$ cat src/rtl/ifu_pkg.sv
// ifu_pkg: shared types and constants for the RV32I instruction fetch unit.
package ifu_pkg;

    // Fetch FSM states.
    typedef enum logic [1:0] {
        S_REQ  = 2'd0,
        S_WAIT = 2'd1,
        S_HOLD = 2'd2
    } fetchState_e;

    // ADDI x0,x0,0 -- presented on InstrF whenever no real instruction is held.
    localparam logic [31:0] NOP_INSTR        = 32'h0000_0013;
    localparam logic [31:0] DEFAULT_RESET_PC = 32'h0000_0000;

    // Force an address onto a word boundary.
    function automatic logic [31:0] wordAlign(input logic [31:0] addr);
        return addr & 32'hFFFF_FFFC;
    endfunction

endpackage

$ cat src/rtl/ifu_pc_gen.sv
// ifu_pc_gen: fetch-address register with redirect / sequential / hold select.
module ifu_pc_gen
    import ifu_pkg::*;
#(
    parameter logic [31:0] RESET_PC = DEFAULT_RESET_PC
) (
    input  logic        clk,
    input  logic        reset,
    input  logic        redirect,
    input  logic [31:0] target,
    input  logic        advance,
    output logic [31:0] pcFetch
);

    logic [31:0] pcNext;

    // Next-PC select: a redirect beats a sequential advance; otherwise hold.
    always_comb begin
        pcNext = pcFetch;
        if (redirect) begin
            pcNext = wordAlign(target);
        end else if (advance) begin
            pcNext = pcFetch + 32'd4;
        end
    end

    // Fetch PC register.
    always_ff @(posedge clk or posedge reset) begin
        if (reset) begin
            pcFetch <= wordAlign(RESET_PC);
        end else begin
            pcFetch <= pcNext;
        end
    end

endmodule

$ cat src/rtl/ifu_fetch.sv
// ifu_fetch: RV32I fetch stage. Issues one instruction-memory request at a time,
// holds the fetched word for Decode, honours stallF and Execute redirects.
// Optional build macro IFU_PERF_CNT_EN adds saturating fetch/bubble counters.
module ifu_fetch
    import ifu_pkg::*;
#(
    parameter logic [31:0] RESET_PC = DEFAULT_RESET_PC
) (
    input  logic        clk,
    input  logic        reset,
    input  logic        stallF,
    input  logic        pcsrcE,
    input  logic [31:0] pctargetE,
    output logic        imem_req,
    output logic [31:0] imem_addr,
    input  logic        imem_gnt,
    input  logic        imem_rvalid,
    input  logic [31:0] imem_rdata,
    output logic [31:0] PCF,
    output logic [31:0] PCplus4F,
    output logic [31:0] InstrF,
    output logic        instr_validF
`ifdef IFU_PERF_CNT_EN
    ,
    output logic [31:0] perf_fetch_cnt,
    output logic [31:0] perf_bubble_cnt
`endif
);

    fetchState_e state, stateNext;
    logic        drop, dropNext;
    logic        outValid;
    logic [31:0] outPc, outInstr;
    logic [31:0] shadowPc, shadowInstr;
    logic [31:0] reqPc;
    logic [31:0] pcFetch;
    logic        outFree;
    logic        granted;
    logic        respLive;

    // The output slot is free if empty or if Decode takes it at this edge.
    assign outFree  = !outValid || !stallF;
    assign granted  = imem_req && imem_gnt;
    // A response that is neither stale nor killed by a same-cycle redirect.
    assign respLive = (state == S_WAIT) && imem_rvalid && !drop && !pcsrcE;

    ifu_pc_gen #(
        .RESET_PC (RESET_PC)
    ) u_pc_gen (
        .clk      (clk),
        .reset    (reset),
        .redirect (pcsrcE),
        .target   (pctargetE),
        .advance  (granted),
        .pcFetch  (pcFetch)
    );

    // FSM state and stale-response flag registers.
    always_ff @(posedge clk or posedge reset) begin
        if (reset) begin
            state <= S_REQ;
            drop  <= 1'b0;
        end else begin
            state <= stateNext;
            drop  <= dropNext;
        end
    end

    // FSM next state; a redirect overrides everything else.
    always_comb begin
        stateNext = state;
        dropNext  = drop;
        unique case (state)
            S_REQ: begin
                if (granted) stateNext = S_WAIT;
            end
            S_WAIT: begin
                if (imem_rvalid) begin
                    dropNext  = 1'b0;
                    stateNext = (drop || outFree) ? S_REQ : S_HOLD;
                end
            end
            S_HOLD: begin
                if (!stallF) stateNext = S_REQ;
            end
            default: stateNext = S_REQ;
        endcase
        if (pcsrcE) begin
            // A request still in flight must have its response absorbed.
            if ((state == S_WAIT && !imem_rvalid) || (state == S_REQ && granted)) begin
                dropNext  = 1'b1;
                stateNext = S_WAIT;
            end else begin
                dropNext  = 1'b0;
                stateNext = S_REQ;
            end
        end
    end

    // FSM outputs: request only when the response will have somewhere to go.
    always_comb begin
        imem_req  = 1'b0;
        imem_addr = pcFetch;
        unique case (state)
            S_REQ:   imem_req = !reset && outFree;
            default: imem_req = 1'b0;
        endcase
    end

    // Output register, shadow slot and outstanding-request PC.
    always_ff @(posedge clk or posedge reset) begin
        if (reset) begin
            outValid    <= 1'b0;
            outPc       <= RESET_PC;
            outInstr    <= NOP_INSTR;
            shadowPc    <= RESET_PC;
            shadowInstr <= NOP_INSTR;
            reqPc       <= RESET_PC;
        end else begin
            if (granted) reqPc <= pcFetch;
            if (pcsrcE) begin
                outValid    <= 1'b0;
                outInstr    <= NOP_INSTR;
                shadowInstr <= NOP_INSTR;
            end else if (respLive && outFree) begin
                outValid <= 1'b1;
                outInstr <= imem_rdata;
                outPc    <= reqPc;
            end else if (respLive) begin
                shadowInstr <= imem_rdata;
                shadowPc    <= reqPc;
            end else if (state == S_HOLD && !stallF) begin
                outValid <= 1'b1;
                outInstr <= shadowInstr;
                outPc    <= shadowPc;
            end else if (!stallF) begin
                outValid <= 1'b0;
            end
        end
    end

    assign PCF          = outPc;
    assign PCplus4F     = outPc + 32'd4;
    assign InstrF       = outValid ? outInstr : NOP_INSTR;
    assign instr_validF = outValid;

`ifdef IFU_PERF_CNT_EN
    // Saturating counters: instructions handed to Decode and empty-slot bubbles.
    always_ff @(posedge clk or posedge reset) begin
        if (reset) begin
            perf_fetch_cnt  <= '0;
            perf_bubble_cnt <= '0;
        end else begin
            if (!stallF && outValid && perf_fetch_cnt != '1) begin
                perf_fetch_cnt <= perf_fetch_cnt + 32'd1;
            end
            if (!stallF && !outValid && perf_bubble_cnt != '1) begin
                perf_bubble_cnt <= perf_bubble_cnt + 32'd1;
            end
        end
    end
`endif

endmodule
$ cat config.mk
export PLATFORM = sky130hd
export DESIGN_NAME = ifu_fetch
export DESIGN_NICKNAME = d
export VERILOG_FILES = /design/src/rtl/ifu_pkg.sv /design/src/rtl/ifu_pc_gen.sv /design/src/rtl/ifu_fetch.sv
export SDC_FILE = /design/constraint.sdc
export NUM_CORES = 1
export LEC_CHECK = 0
export CAP_MARGIN = 40
export CORE_ASPECT_RATIO = 1.25
export CORE_MARGIN = 5
export CORE_UTILIZATION = 46
export DETAILED_ROUTE_END_ITERATION = 6
export PLACE_DENSITY = 0.81
export SETUP_SLACK_MARGIN = 0.2
export SYNTH_ARGS = -nofsm -noshare
export SYNTH_HDL_FRONTEND = slang
export SYNTH_SLANG_ARGS = --single-unit
$ cat constraint.sdc
create_clock -name clk -period 5.75 [get_ports clk]
set_input_delay 1.15 -clock clk [delete_from_list [all_inputs] [get_ports clk]]
set_output_delay 1.15 -clock clk [all_outputs]
set_load 0.05 [all_outputs]
==> run_results.csv, run 1 <==
group,metric,value,unit
sta,fin_crit_sh,74.84,%
logic_synthesis,yosysSeqAreaShare,52.10,%
detailed_routing,drt-initial-drc-count,508,
clock_tree,clock_latency,430,ps
final_layout,final_cell_mix,"clkdlybuf4s50_1, dfrtp_1, nand2_1, o21ai_0, mux2_2",
sta,setup_viol_count_final,0,
logic_synthesis,synth-main-ff-cell,"dfrtp_1",
clock_tree,h-tree-depth,4,
floorplanning,die-height,166.8,µm
logic_synthesis,yosys_warnings,0,
critical_path,cp.arrival,3150,ps
critical_path,worstPathMaxFanout,8,
sta,tightest_slew,874.3,ps
floorplanning,num_rows,57,
sta,fmax,232.4,MHz
final_layout,drive_gt1_share,11.58,%
place,portBuffers,191,
global_routing,grt_pass1_vias,7378,
pwr,power_density,312.8,nW/µm²
detailed_routing,wl_per_cell,17.38,µm
sta,finalClockSkew,12.01,ps
min_path,hp-class,"flop to flop",
logic_synthesis,yosys_register_bits,188,
clock_tree,cts.path.max_buffers,2,
detailed_routing,num_vias,7389,
sta,finalCriticalPeriod,4303,ps
pwr,power.leakage,5.028,nW
critical_path,cp-start-kind,"flop",
detailed_routing,drc,0,
final_layout,nNetsFinal,1132,
critical_path,end_kind,"primary output",
floorplanning,dieArea,22580,µm²
clock_tree,cts_tree,"built",
logic_synthesis,synth_area,9045,µm²
floorplanning,die_x,135.4,µm
floorplanning,core_area,19400,µm²
global_routing,grt_pass1_wl,38.45,mm
logic_synthesis,synth_edf_count,0,
floorplanning,ios,200,
pwr,vdd.ir_drop.worst,0.1670,mV
floorplanning,floorplan.initialDensity,46.63,%
clock_tree,cts_hold_buf,0,
job,maxCapViolCount,0,
place,placed_area,11250,µm²
place,globalplace.congestion,0.8724,
sta,grt_setup_unrepaired,"no",
logic_synthesis,syn_avg_cell_area,10.12,µm²
critical_path,crit_type,"flop to primary output",
global_routing,grt_usage,20.97,%
clock_tree,cts_sinks,188,
final_layout,final_common_cell,"clkdlybuf4s50_1",
final_layout,diodes,0,
detailed_routing,viasPerCell,5.531,
sta,hold_viol_final,0,
sta,tns,0,ps
detailed_routing,finalWirelength,23.22,mm
clock_tree,cts_resized,0,
sta,slew_headroom,41.57,%
global_routing,grt_max_degree,81,
logic_synthesis,async_flop_share,100.0,%
clock_tree,postCtsSetupBuffers,0,
place,dp.final_hpwl,16.25,mm
clock_tree,numCtsBuffers,17,
detailed_routing,ant_nets,0,
logic_synthesis,synth_cell_types,44,
sta,slew_violations,0,
final_layout,fin_area,11850,µm²
clock_tree,cts-root-buf,"clkbuf_16",
global_routing,antenna_found_initial,1,
final_layout,area_growth,31.01,%
detailed_routing,dr.pass1.iters,5,
status,outcome,"complete, no violations",
final_layout,fin_util,61.09,%
clock_tree,clkTransAtPathRegs,70,ps
critical_path,crit_required,4600,ps
logic_synthesis,synthCells,894,
global_routing,overflow,0,
==> registers in the layout, indices dropped and copies added (netlist names) <==
name / count
instr_validF: 1
u_pc_gen.pcFetch: 30
outInstr: 32
reqPc: 30
state: 2
shadowPc: 30
PCF: 30
drop: 1
shadowInstr: 32
==> area by class of cell <==
cell class | instances | area, µm²
fill | 1628 | 7548
sequential | 188 | 4712
multi-input combinational | 636 | 4049
timing repair buffer | 209 | 2122
clock buffer | 19 | 442.9
tap | 265 | 331.6
clock inverter | 11 | 158.9
inverter | 8 | 33.78
==> through the flow <==
step	hold slack, ps	total power [mW]	worst slack [ps]	cells
2_1_floorplan	463.7	2.195	1827	899
3_5_place_dp	480.6	2.529	1503	1306
3_3_place_gp	469.0	2.492	1504	1302
6_report	488.5	3.706	1447	1336
4_1_cts	490.9	3.739	1351	1336
5_1_grt	514.3	3.867	1181	1336
==> worst paths after layout <==
path / start / endpoint / slack, ps / depth (start not counted)
max: PCF[2] / PCplus4F[26] / 1450 / 6
min: shadowInstr[0] / shadowInstr[0] / 490 / 2
max reg2reg: instr_validF / u_pc_gen.pcFetch[26] / 3010 / 5
min reg2reg: shadowInstr[0] / shadowInstr[0] / 490 / 2
max in group asynchronous: reset / outInstr[13] / 3580 / 3
min in group asynchronous: reset / u_pc_gen.pcFetch[15] / 1220 / 2
==> layer usage <==
metal  track usage (%)  vias to the layer above  part of all wire [%]
met2             36.59                      226                    52
met4             7.453                        2                   2.4
met1             25.98                     3604                    40
met5                 0                        -                 0.065
met3             3.712                       40                   5.1
li1                  -                     3517                     -
==> critical path: stages, from the launching register on <==
cell and delay, ps:
dfrtp_1 420, ha_1 200, nand3_1 210, nor4_2 690, nand4_1 210, xnor2_1 180, clkdlybuf4s50_1 820
==> report_power, final <==
group,internal (mW),total (mW),switching [mW]
sequential,1.47,1.62,0.148
clock,0.698,1.20,0.507
combinational,0.341,0.882,0.541
==> cells in the mapped netlist, drive strengths merged (24+ instances only) <==
cell / instances / share of area, %
dfrtp: 182 / 50
nand2: 99 / 4.1
o21ai: 78 / 4.3
mux2: 58 / 7.2
nor2: 53 / 2.2
clkbuf: 47 / 2.0
and2: 35 / 2.4
mux2i: 34 / 3.8
a21oi: 33 / 1.8
nor3: 33 / 1.8
o22ai: 29 / 2.0
nand3: 28 / 1.5
xnor2: 24 / 2.3
==> cells by family after synthesis <==
kind of cell	after synthesis	synth area share [%]
AOI/OAI and AO/OA	178	11.34
xor gates and xnor gates	37	3.583
adders and majority gates	2	0.2766
buffers and inverters	75	3.541
DFF	188	52.10
muxes	92	10.98
other	1	0.04146
and+or+nand+nor	321	18.14
Note: power is estimated with default switching activity, not from simulation.
==> inputs of run 2 (changes only) <==
clock period = 3.8 ns   (was 5.75 ns; I/O delays follow)
==> run 2 against run 1 <==
  * Global-route usage is 0.089 points higher
  * Critical endpoint is now PCplus4F[16]
  * Via count is 0.12% lower
  * Sequential power is 51% higher
  * Flip-flop and latch count stayed put
  * Final area is 0.48% higher
  * Clock power is 49% higher
==> run_results.csv, run 2 (same netlist as run 1, synthesis figures left out) <==
group,metric,value,unit
sta,fmax,295.3,MHz
critical_path,cp-start-kind,"flop",
final_layout,area_growth,31.64,%
pwr,net-switching-power,1.891,mW
sta,slew_headroom,40.99,%
clock_tree,postCtsSetupBuffers,0,
clock_tree,h-tree-depth,4,
detailed_routing,viasPerCell,5.512,
place,placed_area,11290,µm²
critical_path,cp.arrival,2630,ps
pwr,power_frac_seq,43.8,%
detailed_routing,drc,0,
critical_path,crit_type,"flop to primary output",
floorplanning,floorplan.initialDensity,46.63,%
final_layout,fin_area,11910,µm²
floorplanning,die-height,166.8,µm
place,portBuffers,191,
sta,grt_setup_unrepaired,"no",
critical_path,slowest_stage,"clkdlybuf4s50_1",
sta,hold_viol_final,0,
critical_path,r2r-start,"instr_validF",
place,preCtsSetupSlack,528.7,ps
critical_path,end_kind,"primary output",
detailed_routing,wl_per_cell,17.37,µm
pwr,swShare,33.77,%
pwr,p_clk_share,32.0,%
floorplanning,ios,200,
sta,setup_viol_count_final,0,
floorplanning,dieArea,22580,µm²
sta,slew_violations,0,
pwr,power_density,470.2,nW/µm²
critical_path,timing.rr.end,"u_pc_gen.pcFetch[29]",
sta,holdWs,487.4,ps
critical_path,worstSetupPathDepth,6,
final_layout,regArea,4712,µm²
clock_tree,cts_sinks,188,
min_path,hold_end,"shadowInstr[1]",
sta,setup_slack,413.7,ps
critical_path,worstPathMaxFanout,8,
critical_path,critPathMaxStageDelay,810,ps
final_layout,diodes,0,
pwr,vdd.ir_drop.worst,0.2435,mV
clock_tree,cts-root-buf,"clkbuf_16",
clock_tree,cts.path.max_buffers,2,
min_path,hp-class,"flop to flop",
critical_path,crit_chain,"ha_1 -> nand3_1 -> nor4_2 -> buf_4 -> xor2_1 -> clkdlybuf4s50_1",
sta,tightest_slew,883.1,ps
status,outcome,"complete, no violations",
pwr,power.leakage,5.193,nW
detailed_routing,finalWirelength,23.27,mm
sta,fin_crit_sh,89.11,%
sta,finalClockSkew,7.185,ps
global_routing,grt_pass1_vias,7487,
place,globalplace.congestion,0.8747,
detailed_routing,drt-initial-drc-count,553,
clock_tree,cts_hold_buf,0,
place,placedCellCount,1307,
detailed_routing,ant_nets,0,
global_routing,grt_usage,21.05,%
clock_tree,clock_latency,420,ps
detailed_routing,dr.pass1.iters,5,
critical_path,crit_required,3040,ps
final_layout,multi_input_area,4049,µm²
critical_path,crit_family,"buffers and inverters",
critical_path,r2r_cells,4,
floorplanning,num_rows,57,
floorplanning,die_x,135.4,µm
global_routing,antenna_found_initial,1,
final_layout,final_cell_mix,"dfrtp_1, clkdlybuf4s50_1, nand2_1, o21ai_0, mux2_2",
clock_tree,clkTransAtPathRegs,70,ps
min_path,min_path_cells,2,
critical_path,crit_buf_inv,2,
global_routing,grt_pass1_wl,38.60,mm
job,maxCapViolCount,0,
final_layout,top_regs,"outInstr (32), shadowInstr (32)",
global_routing,grt_max_degree,151,
floorplanning,core_area,19400,µm²
sta,tns,0,ps
final_layout,finalNonFillerCells,1339,
global_routing,overflow,0,
detailed_routing,num_vias,7380,
pwr,combPwrFrac,24.3,%
clock_tree,cts_resized,0,
final_layout,final_common_cell,"dfrtp_1",
final_layout,nNetsFinal,1133,
final_layout,drive_gt1_share,12.66,%
final_layout,n_fill_cell,1598,
sta,finalCriticalPeriod,3386,ps
clock_tree,cts_tree,"built",
min_path,min_from,"shadowInstr[1]",
critical_path,r2r_slack,1150,ps
clock_tree,numCtsBuffers,17,
place,dp.final_hpwl,16.15,mm
pwr,intPower,3.708,mW
run 2: cell type report:
type,instances,share of cell area (%)
clock buffer,18,3.604
inverter,8,0.2837
timing repair buffer,210,18.31
tap,265,2.785
multi-input combinational,636,34.01
clock inverter,14,1.440
sequential,188,39.58
run 2: worst max-delay path by stage:
stage | slack, ps | from | to
2_1_floorplan | 270 | PCF[6] | PCplus4F[31]
3_3_place_gp | 620 | reset | u_pc_gen.pcFetch[29]
3_5_place_dp | 530 | reset | u_pc_gen.pcFetch[25]
4_1_cts | 220 | PCF[2] | PCplus4F[28]
5_1_grt | 210 | PCF[2] | PCplus4F[16]
6_report | 410 | PCF[2] | PCplus4F[16]
run 2: worst register-to-register path, cell delays in order, from the launching register on:
cell       delay (ps)
dfrtp_1           560
a2111oi_4         690
nand4_1           490
or4_1             650
a31oi_1           180
run 2: per-layer routing:
layer / wire [µm] / vias to the layer above / global-route usage (%)
li1: - / 3508 / -
met1: 9343 / 3590 / 25.64
met2: 12070 / 239 / 37.00
met3: 1257 / 41 / 4.285
met4: 585 / 2 / 7.190
met5: 12 / - / 0
run 2: per-stage QoR:
| step | utilization [%] | total power, mW |
|---|---|---|
| after floorplan | - | 3.321 |
| after global placement | 58.05 | 3.805 |
| after detailed placement | 58.19 | 3.853 |
| after CTS | 61.29 | 5.656 |
| after global routing | 61.38 | 5.855 |
| final | 61.38 | 5.599 |
run 2: power groups by stage:
stage          clock network [mW]  logic, mW  registers (mW)
2_1_floorplan                   0      0.637            2.68
3_3_place_gp                    0       1.34            2.47
3_5_place_dp                    0       1.37            2.48
4_1_cts                      1.83       1.37            2.45
5_1_grt                      1.92       1.45            2.49
6_report                     1.79       1.36            2.45
